<file path="config.mk">
export PLATFORM = sky130hd
export DESIGN_NAME = i2c_bus_monitor
export DESIGN_NICKNAME = d
export VERILOG_FILES = /design/src/rtl/i2c_bus_monitor.sv
export SDC_FILE = /design/constraint.sdc
export NUM_CORES = 1
export LEC_CHECK = 0
export ABC_AREA = 1
export CAP_MARGIN = 20
export CORE_MARGIN = 2
export CORE_UTILIZATION = 50
export CTS_BUF_LIST = sky130_fd_sc_hd__clkbuf_8
export DETAILED_ROUTE_END_ITERATION = 6
export MAX_ROUTING_LAYER = met4
export PLACE_DENSITY_LB_ADDON = 0.08
export SYNTH_ARGS = -nofsm -noshare
export SYNTH_HDL_FRONTEND = slang
export SYNTH_SLANG_ARGS = --single-unit
</file>
<file path="constraint.sdc">
create_clock -name clk_i -period 5.1 [get_ports clk_i]
set_input_delay 1.275 -clock clk_i [delete_from_list [all_inputs] [get_ports clk_i]]
set_output_delay 1.275 -clock clk_i [all_outputs]
set_load 0.02 [all_outputs]
</file>
<file path="src/rtl/i2c_bus_monitor.sv">
// Passive I2C bus tap: decodes START/ADDR/DATA/ACK/STOP into byte records in a FWFT FIFO.
// Define I2C_MON_TIMESTAMP_EN to add a 16-bit cycle timestamp to each record (rec_time_o).
module i2c_bus_monitor #(
    parameter int SYNC_STAGES = 2,
    parameter int FIFO_DEPTH  = 8
) (
    input  logic        clk_i,
    input  logic        rst_i,
    input  logic        scl_i,
    input  logic        sda_i,
    output logic        rec_valid_o,
    input  logic        rec_ready_i,
    output logic [1:0]  rec_kind_o,
    output logic [7:0]  rec_data_o,
    output logic        rec_ack_o,
    output logic        rec_rnw_o,
    output logic        bus_busy_o,
    output logic        overflow_o,
`ifdef I2C_MON_TIMESTAMP_EN
    output logic [15:0] rec_time_o,
`endif
    input  logic        ovf_clr_i
);

    localparam int PTR_W  = $clog2(FIFO_DEPTH);
    localparam int BASE_W = 12;
`ifdef I2C_MON_TIMESTAMP_EN
    localparam int REC_W  = BASE_W + 16;
`else
    localparam int REC_W  = BASE_W;
`endif
    localparam logic [1:0]     K_ADDR  = 2'd0;
    localparam logic [1:0]     K_DATA  = 2'd1;
    localparam logic [1:0]     K_STOP  = 2'd2;
    localparam logic [1:0]     K_ERR   = 2'd3;
    localparam logic [PTR_W:0] PTR_ONE = 1;

    typedef enum logic [2:0] {IDLE, ADDR, ACK_A, DATA, ACK_D} state_t;

    logic [SYNC_STAGES-1:0] scl_sync_q, scl_sync_d, sda_sync_q, sda_sync_d;
    logic                   scl_hist_q, scl_hist_d, sda_hist_q, sda_hist_d;
    logic                   scl_s, sda_s, start_det, stop_det, scl_rise, scl_fall;

    state_t              state_q, state_d;
    logic [3:0]          bitcnt_q, bitcnt_d, eff_cnt;
    logic [7:0]          shreg_q, shreg_d;
    logic                rnw_q, rnw_d, first_open_q, first_open_d;
    logic                pend_stop_q, pend_stop_d, push_q, push_d;
    logic [BASE_W-1:0]   rec_q, rec_d;

    logic [PTR_W:0]      wr_ptr_q, wr_ptr_d, rd_ptr_q, rd_ptr_d;
    logic                ovf_q, ovf_d, empty, full, pop, wr_en, drop;
    logic [REC_W-1:0]    mem_q [FIFO_DEPTH];
    logic [REC_W-1:0]    wr_rec, head;
`ifdef I2C_MON_TIMESTAMP_EN
    logic [15:0]         time_q, time_d;
`endif

    always_comb begin
        scl_sync_d = {scl_sync_q[SYNC_STAGES-2:0], scl_i};
        sda_sync_d = {sda_sync_q[SYNC_STAGES-2:0], sda_i};
        scl_s      = scl_sync_q[SYNC_STAGES-1];
        sda_s      = sda_sync_q[SYNC_STAGES-1];
        scl_hist_d = scl_s;
        sda_hist_d = sda_s;
        start_det  = scl_s && scl_hist_q && sda_hist_q && !sda_s;
        stop_det   = scl_s && scl_hist_q && !sda_hist_q && sda_s;
        scl_rise   = scl_s && !scl_hist_q;
        scl_fall   = !scl_s && scl_hist_q;
    end

    // The SCL rise just before a STOP or repeated START looks like a first data bit;
    // while SCL is still high after that rise it is not counted as part of a byte.
    assign eff_cnt = (first_open_q && bitcnt_q == 4'd1) ? 4'd0 : bitcnt_q;

    always_comb begin
        state_d      = state_q;
        bitcnt_d     = bitcnt_q;
        shreg_d      = shreg_q;
        rnw_d        = rnw_q;
        first_open_d = first_open_q;
        pend_stop_d  = 1'b0;
        push_d       = 1'b0;
        rec_d        = '0;
        if (scl_fall) first_open_d = 1'b0;
        if (start_det) begin
            if (state_q != IDLE && eff_cnt != 4'd0) begin
                push_d = 1'b1;
                rec_d  = {K_ERR, 8'h00, 1'b0, rnw_q};
            end
            state_d      = ADDR;
            bitcnt_d     = 4'd0;
            first_open_d = 1'b0;
        end else if (stop_det) begin
            if (state_q != IDLE) begin
                push_d = 1'b1;
                if (eff_cnt == 4'd0) begin
                    rec_d = {K_STOP, 8'h00, 1'b0, rnw_q};
                end else begin
                    rec_d       = {K_ERR, 8'h00, 1'b0, rnw_q};
                    pend_stop_d = 1'b1;
                end
                state_d      = IDLE;
                bitcnt_d     = 4'd0;
                first_open_d = 1'b0;
            end
        end else if (scl_rise) begin
            case (state_q)
                ADDR, DATA: begin
                    shreg_d      = {shreg_q[6:0], sda_s};
                    bitcnt_d     = bitcnt_q + 4'd1;
                    first_open_d = (bitcnt_q == 4'd0);
                    if (bitcnt_q == 4'd7) state_d = (state_q == ADDR) ? ACK_A : ACK_D;
                end
                ACK_A: begin
                    push_d   = 1'b1;
                    rec_d    = {K_ADDR, shreg_q, !sda_s, shreg_q[0]};
                    rnw_d    = shreg_q[0];
                    bitcnt_d = 4'd0;
                    state_d  = DATA;
                end
                ACK_D: begin
                    push_d   = 1'b1;
                    rec_d    = {K_DATA, shreg_q, !sda_s, rnw_q};
                    bitcnt_d = 4'd0;
                    state_d  = DATA;
                end
                default: ;
            endcase
        end
        if (pend_stop_q) begin
            push_d = 1'b1;
            rec_d  = {K_STOP, 8'h00, 1'b0, rnw_q};
        end
    end

    always_comb begin
        empty    = (wr_ptr_q == rd_ptr_q);
        full     = (wr_ptr_q[PTR_W] != rd_ptr_q[PTR_W]) &&
                   (wr_ptr_q[PTR_W-1:0] == rd_ptr_q[PTR_W-1:0]);
        pop      = !empty && rec_ready_i;
        wr_en    = push_q && (!full || pop);
        drop     = push_q && full && !pop;
        wr_ptr_d = wr_en ? wr_ptr_q + PTR_ONE : wr_ptr_q;
        rd_ptr_d = pop ? rd_ptr_q + PTR_ONE : rd_ptr_q;
        ovf_d    = (ovf_q && !ovf_clr_i) || drop;
`ifdef I2C_MON_TIMESTAMP_EN
        time_d   = time_q + 16'd1;
        wr_rec   = {time_q, rec_q};
`else
        wr_rec   = rec_q;
`endif
        head     = mem_q[rd_ptr_q[PTR_W-1:0]];
    end

    always_ff @(posedge clk_i or posedge rst_i) begin
        if (rst_i) begin
            scl_sync_q   <= '0;
            sda_sync_q   <= '0;
            scl_hist_q   <= 1'b0;
            sda_hist_q   <= 1'b0;
            state_q      <= IDLE;
            bitcnt_q     <= 4'd0;
            shreg_q      <= 8'h00;
            rnw_q        <= 1'b0;
            first_open_q <= 1'b0;
            pend_stop_q  <= 1'b0;
            push_q       <= 1'b0;
            rec_q        <= '0;
            wr_ptr_q     <= '0;
            rd_ptr_q     <= '0;
            ovf_q        <= 1'b0;
`ifdef I2C_MON_TIMESTAMP_EN
            time_q       <= 16'd0;
`endif
        end else begin
            scl_sync_q   <= scl_sync_d;
            sda_sync_q   <= sda_sync_d;
            scl_hist_q   <= scl_hist_d;
            sda_hist_q   <= sda_hist_d;
            state_q      <= state_d;
            bitcnt_q     <= bitcnt_d;
            shreg_q      <= shreg_d;
            rnw_q        <= rnw_d;
            first_open_q <= first_open_d;
            pend_stop_q  <= pend_stop_d;
            push_q       <= push_d;
            rec_q        <= rec_d;
            wr_ptr_q     <= wr_ptr_d;
            rd_ptr_q     <= rd_ptr_d;
            ovf_q        <= ovf_d;
`ifdef I2C_MON_TIMESTAMP_EN
            time_q       <= time_d;
`endif
        end
    end

    // Storage needs no reset: the head is masked to zero while the FIFO is empty.
    always_ff @(posedge clk_i) begin
        if (wr_en) mem_q[wr_ptr_q[PTR_W-1:0]] <= wr_rec;
    end

    assign rec_valid_o = !empty;
    assign {rec_kind_o, rec_data_o, rec_ack_o, rec_rnw_o} = empty ? '0 : head[BASE_W-1:0];
`ifdef I2C_MON_TIMESTAMP_EN
    assign rec_time_o  = empty ? 16'h0000 : head[REC_W-1:BASE_W];
`endif
    assign bus_busy_o  = (state_q != IDLE);
    assign overflow_o  = ovf_q;

endmodule

</file>
### Yosys cells after proc, flatten, opt, wreduce, memory -nomap -nowiden

Memories as Yosys holds them, arrays and structs flattened.
Index checks and enable logic that the tools add are counted.

* add/subtract/negate cells: 3
* muxes and demuxes: 41
* bitwise logic cells: 2
* equal/unequal tests: 11
* reduce and logical (&&, ||, !) cells: 37

Operators by type and width (number)
* $mux 12: 6
* $mux 11: 2
* $pmux 11 s2: 1
* $mux 4: 5
* $mux 1: 19
* $mux 3: 6
* $logic_and 1x1->1: 15
* $add 4x1->4 const B: 3
* $reduce_and 4->1: 3
* $logic_not 1->1: 8
* $logic_not 4->1: 2
* $pmux 4 s2: 1
* $reduce_bool 4->1: 2
* $eq 3x2->1 const B: 2
* $pmux 3 s2: 1
* $reduce_bool 3->1: 2
* $eq 4x1->1 const B: 1
* $eq 4x3->1 const B: 1
* $eq 4x4->1: 1
* $ne 4x4->1 const B: 1
* $reduce_or 2->1: 2
* $eq 3x1->1 const B: 1
* $eq 3x3->1: 1
* $eq 3x3->1 const B: 1
* other kinds (5): 7

* output and inout bits: 15
* flip-flop bits (word level): 46
* memory bits (writable): 96
* bits of input ports: 6
* memories kept: 1

Memory list
* mem_q: words 8, bits a word 12, rd ports 1, clocked after memory_dff 0, wr ports 1, line 53 `logic [REC_W-1:0] mem_q [FIFO_DEPTH];`

### Logic depth before layout (Yosys ltp)

Gate-level depths: netlist (run 1).

* depth in word-level cells: 9
* mapped depth: 9
* depth with buffers taken out: 9

### Worst setup path after synthesis (run 1)

Ideal clock, no wire load.

* path type: reg-to-output
* start point: register wr_ptr_q[1]
* end point: output port rec_data_o[4]
* path buffers: 2
* path slack: 2455 ps
* stages on the path, launching flop included: 9
* arrival time: 1370 ps
* cells stage by stage: dfrtp_1 > buf_4 > xnor2_2 > nand2_1 > nor2_4 > nand2_4 > buf_6 > o21ai_1 > nor2_1

* cells in the longest elaborated chain, start to end: 2

RTL lines
* start, declared: line 51 `logic [PTR_W:0] wr_ptr_q, wr_ptr_d, rd_ptr_q, rd_ptr_d;`
* start signal, assigned: line 189 `wr_ptr_q <= wr_ptr_d;`
* $eq 4x4->1: line 138 `empty = (wr_ptr_q == rd_ptr_q);`
* $mux 12: line 204 `assign {rec_kind_o, rec_data_o, rec_ack_o, rec_rnw_o} = empty ? '0 : head[BASE_W-1:0];`
* end, declared: line 14 `output logic [7:0] rec_data_o,`

No other way between the ends.

### Final worst setup path (run 1)

* start point: register rd_ptr_q[0]
* end point: output port rec_kind_o[1]

* cells in the longest elaborated chain, start to end: 2

RTL lines
* start, declared: line 51
* start signal, assigned: line 190 `rd_ptr_q <= rd_ptr_d;`
* $mem_v2 8x12 or $eq 4x4->1 (tied branches)
* $mux 12 (*): line 204
* end, declared: line 13 `output logic [1:0] rec_kind_o,`

Mark *: on every way between the ends. The rest lies on a longest branch, timed or not.

==> impl_summary.md, run 1 <==
Route
The final wirelength is 11,900 um. The number of DRC markers in iteration 0 is 380. In the routed layout, each cell is associated on average with a via count of 5.29.

The count of vias placed by the detailed router is 4,007. The average routed wire per standard cell is 15.8 um. The number of optimization iterations in the first detailed-route pass is 5.

The DRC violation count after routing is 0. In this run the remaining antenna-violating nets after routing total 0.

STA
After routing, the total negative slack on setup checks comes to 0 ns. The relative max-transition margin is 0.409. The count of final hold-check violations was 0. The count of pins over their slew limit is 0. The worst path in the final design needs a cycle of between 4 and 5 ns, including I/O delays and setup. For the pin with the worst max-slew slack, the measured transition is 0.887 ns. The achievable clock frequency is 0.225 GHz. Clock skew on the completed layout was measured at 0.0101 ns. Setup repair after global routing left no endpoint under its margin. The smallest setup slack after layout is 0.664 ns. Of the available clock period, the critical path in the final layout requires 0.870. Setup violations remaining at the end of the flow were counted as 0.

Global routing
The number of antenna violations at the first check in global routing is 0. The global-route wire length before repair is 19,100 um. The via count of the first global-routing pass is 3,791. Entering global routing, the biggest net connects 50 pins. Across every metal layer, demand over resource in global routing totals 0.204. Global routing finished with a remaining overflow of 0.

Critical path
The highest cell delay on the worst timing path is 0.89 ns. The critical path in this run is classified as reg -> out. The cell with the largest stage delay on the worst path is sky130_fd_sc_hd__dfrtp_1. The worst endpoint data arrival time is 3.16 ns.

The data required time of the worst path is 3.83 ns. The critical path startpoint category is a flip-flop. Along the worst path, the maximum fanout reaches 28.

Walking the worst path, the cells encountered are buf_4 -> xnor2_2 -> nand2_1 -> nor2_4 -> nand2_4 -> o21ai_0 -> nor2_1 -> clkdlybuf4s50_1. The nature of the critical path endpoint is a primary output.

Clock tree
The post-cts gate resize count is 0. After clock tree synthesis, the clock-pin slew on the worst setup and hold paths is 0.07 ns. At the later pin of the worst-skew pair, clock insertion delay measures 0.42 ns. The number of buffers added for setup after CTS is 0. The deepest clock path buffer count is 2. The TritonCTS clock tree is yes.

For this design, the CTS-stage hold fixing added 0 buffers. The number of levels the H-tree was split into is 4. The root buffer cell is sky130_fd_sc_hd__clkbuf_8. The clock net in this run drives a total of 142 sinks. The clock buffer count from CTS is 17.

Floorplan
The count of pins on the block boundary is 21. The effective utilization at floorplan is 0.509. The die covers 0.0131 mm2. In this run the core area contains 40 standard-cell rows. The width of the chip is 114 um.

The area of the core is 0.0120 mm2. The floorplan step set the die height to 114 um.

Place
The placer's final routability congestion estimate is 0.866. The pre-CTS setup slack is 1.10 ns. Input and output buffers added on the ports amount to 20. The post-detailed-placement half-perimeter wirelength is about 7500 um.

Cells and area
The net count of the finished layout is 609. The share of the core filled with cells is 0.565. The number of antenna diodes is 0. Leaving out fill and tap cells, the most frequent cells in the layout are sky130_fd_sc_hd__nor2_1 (126), sky130_fd_sc_hd__edfxtp_1 (96), sky130_fd_sc_hd__nand2_1 (76), sky130_fd_sc_hd__o21ai_0 (74), sky130_fd_sc_hd__dfrtp_1 (46). Fill cells in the final layout number 1,048.

The area added between synthesis and finish is 11.0%. The most common library cell in the layout ignoring fill and taps is sky130_fd_sc_hd__nor2_1. Of the cells placed in the final design, the portion with a size suffix greater than 1 is 0.110.

Logic synthesis
The summed instance area of the synthesized netlist is 0.00609 mm2. The distinct cell type count after synthesis is 32. The most frequently used flop master after synthesis is sky130_fd_sc_hd__edfxtp_1.

A synthesized cell averages 10.6 um2. The number of nets in the synthesized netlist is 585. The share of flip-flops with an asynchronous set or reset is 0.324. Counting flops and latches in the post-synthesis netlist gives 142. Of the synthesized area, sequential elements account for 0.662. The synthesized design contains 96 enable-type register cells. During synthesis, Yosys emitted a total of 0 warnings. The cell count after synthesis came out at around 570.

Run status
The run finished with clean final reports.

Pwr
The maximum VDD drop is 0.000236 V. The power density over the cells is 555 mW/mm2. The analysis attributes to cell leakage a power of 2.72 nW.

Job
The number of max-cap violations is 0.

Hold path
The class of the tightest hold or removal check is reg -> reg.
critical path, delay by kind of cell, from the launching register on:
family,cells,cell delay [ns]
and+or+nand+nor,4,0.52
DFF,1,0.89
buffers and inverters,2,1.06
xor gates and xnor gates,1,0.11
AOI/OAI and AO/OA,1,0.12
path summary, 6_finish.rpt:
kind	from	to	slack, ns	cells after the start
min in group asynchronous	rst_i	rd_ptr_q[3]	1.07	2
worst min register to register	sda_sync_q[0]	sda_sync_q[1]	0.35	0
worst max-delay path	rd_ptr_q[0]	rec_kind_o[1]	0.66	8
max in group asynchronous	rst_i	rec_q[5]	3.56	3
worst min-delay path	sda_sync_q[0]	sda_sync_q[1]	0.35	0
worst max register to register	rd_ptr_q[0]	mem_q[2][8]	2.55	8
routing by layer:
metal	wire, um	part of all wire	vias up	track usage
li1	-	-	1976	-
met1	5190	0.43	1934	0.248
met2	6110	0.51	85	0.333
met3	517	0.043	12	0.0487
met4	128	0.011	0	0.0732
met5	0	0	-	-
where the power goes:
part	internal, mW	switching, mW	total, mW
Sequential	1.36	0.181	1.54
Clock	0.380	0.414	0.794
Combinational	0.557	0.864	1.42
Total	2.30	1.46	3.75
per-stage QoR:
stage | instances | cell area, um2 | hold slack, ns | power (mW)
4_1_cts | 757 | 6740 | 0.353 | 3.80
3_5_place_dp | 725 | 6380 | 0.336 | 3.00
2_1_floorplan | 574 | 6090 | 0.331 | 2.55
3_3_place_gp | 725 | 6380 | 0.340 | 2.97
6_report | 758 | 6760 | 0.350 | 3.75
5_1_grt | 758 | 6760 | 0.370 | 4.03
cells in the mapped netlist, drive strengths merged (6+ instances only):
cell / instances / area (um2)
nand3: 26 / 135
o21ai: 96 / 480
inv: 33 / 124
xnor2: 6 / 67.6
nor3: 9 / 50.1
dfrtp: 46 / 1150
edfxtp: 96 / 2880
buf: 22 / 158
nand2: 84 / 345
nor2: 131 / 509
registers in the layout (all words and copies together) (netlist names):
| name | count |
|---|---|
| mem_q | 96 |
| pend_stop_q | 1 |
| sda_hist_q | 1 |
| wr_ptr_q | 4 |
| state_q | 3 |
| first_open_q | 1 |
| scl_hist_q | 1 |
| sda_sync_q | 2 |
| push_q | 1 |
| shreg_q | 8 |
| bitcnt_q | 4 |
| overflow_o | 1 |
| rec_q | 12 |
| rnw_q | 1 |
| rd_ptr_q | 4 |
| scl_sync_q | 2 |
cell families (layout without fill, tap and decap cells):
group | count (synthesis) | count (layout) | synth area share
AND/OR/NAND/NOR | 256 | 256 | 0.177
XOR/XNOR | 9 | 9 | 0.0166
flip-flops | 142 | 142 | 0.662
adder cells (fa/ha/maj) | 5 | 5 | 0.0103
buffers and inverters | 60 | 97 | 0.0493
AO/OA/AOI/OAI | 102 | 102 | 0.0848
final cells by class:
type | instances | area [um2] | area share
Clock buffer | 17 | 234 | 0.0346
Timing Repair Buffer | 32 | 303 | 0.0448
Tap cell | 147 | 184 | 0.0272
Clock inverter | 15 | 125 | 0.0185
Sequential cell | 142 | 4030 | 0.597
Multi-Input combinational cell | 372 | 1760 | 0.260
Inverter | 33 | 124 | 0.0183
(Power assumes the default switching activity.)
==> run 2, diff against run 1 <==
==> constraint.sdc (replaced) <==
create_clock -name clk_i -period 4.8 [get_ports clk_i]
set_input_delay 1.2 -clock clk_i [delete_from_list [all_inputs] [get_ports clk_i]]
set_output_delay 1.2 -clock clk_i [all_outputs]
set_load 0.02 [all_outputs]
==> run 2 against run 1 <==
  * Count of clock-buffer cells in the layout grew 2
  * Highest routed layer unchanged
  * Sequential share of layout area shrank 0.62 points
  * Flip-flop and latch count is the same
  * Non-clock buffer count shrank 1
  * Die area is the same
  * Critical path depth shrank 2
  * Worst setup slack lost 0.042 ns
  * Final cell count shrank 0.13%
  * First-iteration DRC count shrank 8.2%
  * Wire length grew 5.6%
  * Sequential power grew 4%
  * Via count grew 0.20%
==> impl_summary.md, run 2 (same netlist as run 1, synthesis figures left out) <==
Run status
The run finished with clean final reports.

Global routing
The via count of the first global-routing pass is 3,818 (+0.71%). The number of antenna violations at the first check in global routing is 0 (unchanged). The pin count of the biggest net entering global routing is 53 (+6.0%).

The total global routing overflow was 0 (unchanged). The total global-route track usage is 0.217 (+0.0139). The global-route wire length before repair was 20,500 um (+7.2%).

Clock tree
The root buffer cell is sky130_fd_sc_hd__clkbuf_8. The number of sinks handled by clock tree synthesis is 142 (unchanged). The clock edge transition at the registers on the reported setup and hold paths is 0.08 ns (about the same). TritonCTS built the clock tree. The number of buffers added for setup after CTS is 0 (unchanged). The deepest clock path buffer count was 2 (unchanged).

The number of hold buffers added after CTS is 0 (unchanged). The number of levels the H-tree was split into came to 4 (unchanged). The clock buffer count from CTS is 17 (unchanged). The post-cts gate resize count came to 0 (unchanged).

The source-to-sink clock delay at the later pin of the worst-skew pair is 0.44 ns (+0.02 ns).

Cells and area
Leaving out fill and tap cells, the most frequent cell in the layout is sky130_fd_sc_hd__nor2_1. The area growth from synthesis to layout is 12.2%. The share of the core filled with cells is 0.571 (+0.00596).

Leaving out fill and tap cells, the most frequent cells in the layout are sky130_fd_sc_hd__nor2_1 (125), sky130_fd_sc_hd__edfxtp_1 (96), sky130_fd_sc_hd__nand2_1 (76), sky130_fd_sc_hd__o21ai_0 (74), sky130_fd_sc_hd__dfrtp_1 (46). The number of antenna diodes is 0 (unchanged). The number of nets in the finished design is 608 (-0.16%). The share of final-layout standard cells stronger than drive strength 1 was 0.110 (+0.000180). The number of standard cells in the final layout excluding fillers is 757 (-0.13%). The number of filler cells placed in the layout is 1,027 (-2.0%). The number of flip-flops in the largest register is 96 (unchanged).

Hold path
The number of cells on the worst hold path is 0 (unchanged). The class of the tightest hold or removal check is reg -> reg. The source of the worst hold timing path is sda_sync_q[0]. The endpoint of the worst hold-timing path is sda_sync_q[1].

STA
The accumulated negative setup slack came to 0 ns (unchanged). The setup violation total in the final timing report is 0 (unchanged). The smallest setup slack after layout is 0.622 ns (-0.0419 ns). The count of pins over their slew limit is 0 (unchanged). Setup repair after global routing left no endpoint under its margin. Based on the critical path, the design can be clocked at up to 0.239 GHz. In the finished design, the share of the clock period the worst path needs comes to 0.870. The count of final hold-check violations is 0 (unchanged).

The shortest clock period the worst path allows after layout is 4.18 ns. The relative max-transition margin is 0.415 (+0.00622). The clock tree skew after final layout came to 0.00657 ns (-0.00352 ns).

The slew at the pin with the worst max-slew slack is 0.876 ns (-0.0103 ns).

Route
The count of vias placed by the detailed router is 4,015 (+0.20%). The average routed wire per standard cell is 16.7 um (+5.8%). The DRC violation count after routing is 0 (unchanged). The number of optimization iterations in the first detailed-route pass is 5 (unchanged). The via-per-instance ratio is 5.30 (+0.33%). The number of DRC markers in iteration 0 is 349 (-8.2%).

The antenna violation net count after detailed routing is 0 (unchanged). The final wirelength is 12,600 um (+5.6%).

Critical path
The critical path goes through inv_2 -> o21ai_0 -> o21ai_0 -> o21ai_1 -> nor2_1 -> clkdlybuf4s50_1. The cell with the largest stage delay on the worst path is sky130_fd_sc_hd__inv_2. The length in cells of the worst reg-to-reg path is 6 (-2).

The terminus of the critical flop-to-flop path is mem_q[6][3]. The beginning of the worst register-to-register path is rd_ptr_q[0]. The dominant delay contributor by cell family on the critical path is buffers and inverters. The worst-case register-to-register setup slack is 2.38 ns (-0.17 ns). STA classifies the critical path endpoint as a primary output.

The largest driver fanout on the critical path came to 49 (+75%). The combined buffer and inverter count along the critical path is 2 (unchanged). The data required time of the worst path is 3.60 ns (-0.23 ns). The highest cell delay on the worst timing path is 0.70 ns (-0.19 ns). STA classifies the critical path startpoint as a flip-flop.

The worst endpoint data arrival time is 2.98 ns (-0.18 ns). The dominant cell type by count on the critical path is sky130_fd_sc_hd__o21ai_0. The critical path is of the reg -> out type.

Pwr
The internal power of the cells is 2.58 mW (+12%). The leakage power is 2.75 nW (+1.0%). The total net switching power is 1.58 mW (+8.5%).

The total power after layout is 4.16 mW (+11%). The share of total power in the clock network came to 0.239 (+0.028). The share of total power in sequential cells was 0.385 (-0.025).

The proportion of power drawn by combinational gates is 0.376 (-0.002). The switching share of power is 0.380 (-0.00816). The maximum VDD drop is 0.000276 V (+17%). The power density over the cells was 609 mW/mm2 (+9.7%).

Floorplan
The area of the die is 0.0131 mm2 (unchanged). The site row count was 40 (unchanged). The area of the core is 0.0120 mm2 (unchanged). The effective utilization at floorplan is 0.509 (unchanged). The width of the chip came to 114 um (unchanged). The die outline height is 114 um (unchanged). The count of pins on the block boundary is 21 (unchanged).

Place
The placer's final routability congestion estimate was 0.809 (-6.6%). The pre-CTS setup slack is 1.08 ns (-0.0220 ns). The post-detailed-placement half-perimeter wirelength is 8100 um (+7.8%). The port buffer count was 20 (unchanged). The total instance count after detailed placement is 723 (-0.28%).

Job
The number of max-cap violations is 0 (unchanged).
==> run 2: power groups by stage <==
stage               registers [mW]  logic [mW]  clock network (mW)
floorplan                     1.54        1.18                   0
global placement              1.62        1.55                   0
detailed placement            1.63        1.57                   0
CTS                           1.60        1.58                1.02
global route                  1.62        1.77                1.07
finish                        1.60        1.57               0.996
==> run 2: how the worst max path moves through the flow <==
stage                start            end  slack (ns)  cells after the start
6_report       rd_ptr_q[0]  rec_data_o[5]        0.62                      6
4_1_cts        rd_ptr_q[0]  rec_data_o[5]        0.57                      6
3_3_place_gp   rec_ready_i    mem_q[6][2]        1.11                      5
5_1_grt        rd_ptr_q[0]  rec_data_o[5]        0.30                      6
3_5_place_dp   rd_ptr_q[0]  rec_data_o[5]        1.08                      6
2_1_floorplan  wr_ptr_q[1]  rec_data_o[4]        2.23                      8
==> run 2: per-layer routing <==
layer	up-vias	global-route usage	part of all wire
met1	1914	0.307	0.48
met4	0	0.0805	0.015
met3	17	0.0482	0.044
li1	1981	-	-
met5	-	-	0
met2	103	0.311	0.46
==> run 2: layout make-up <==
class,count,area [um2],share of cell area
Multi-Input combinational cell,372,1760,0.258
Tap cell,147,184,0.0269
Inverter,33,124,0.0181
Clock inverter,13,163,0.0238
Timing Repair Buffer,31,307,0.0449
Sequential cell,142,4030,0.590
Clock buffer,19,262,0.0383
==> run 2: metrics by stage <==
stage / area (um2) / hold slack, ns
floorplan: 6090 / 0.331
global route: 6830 / 0.372
CTS: 6810 / 0.354
detailed placement: 6380 / 0.336
finish: 6830 / 0.350
global placement: 6340 / 0.335
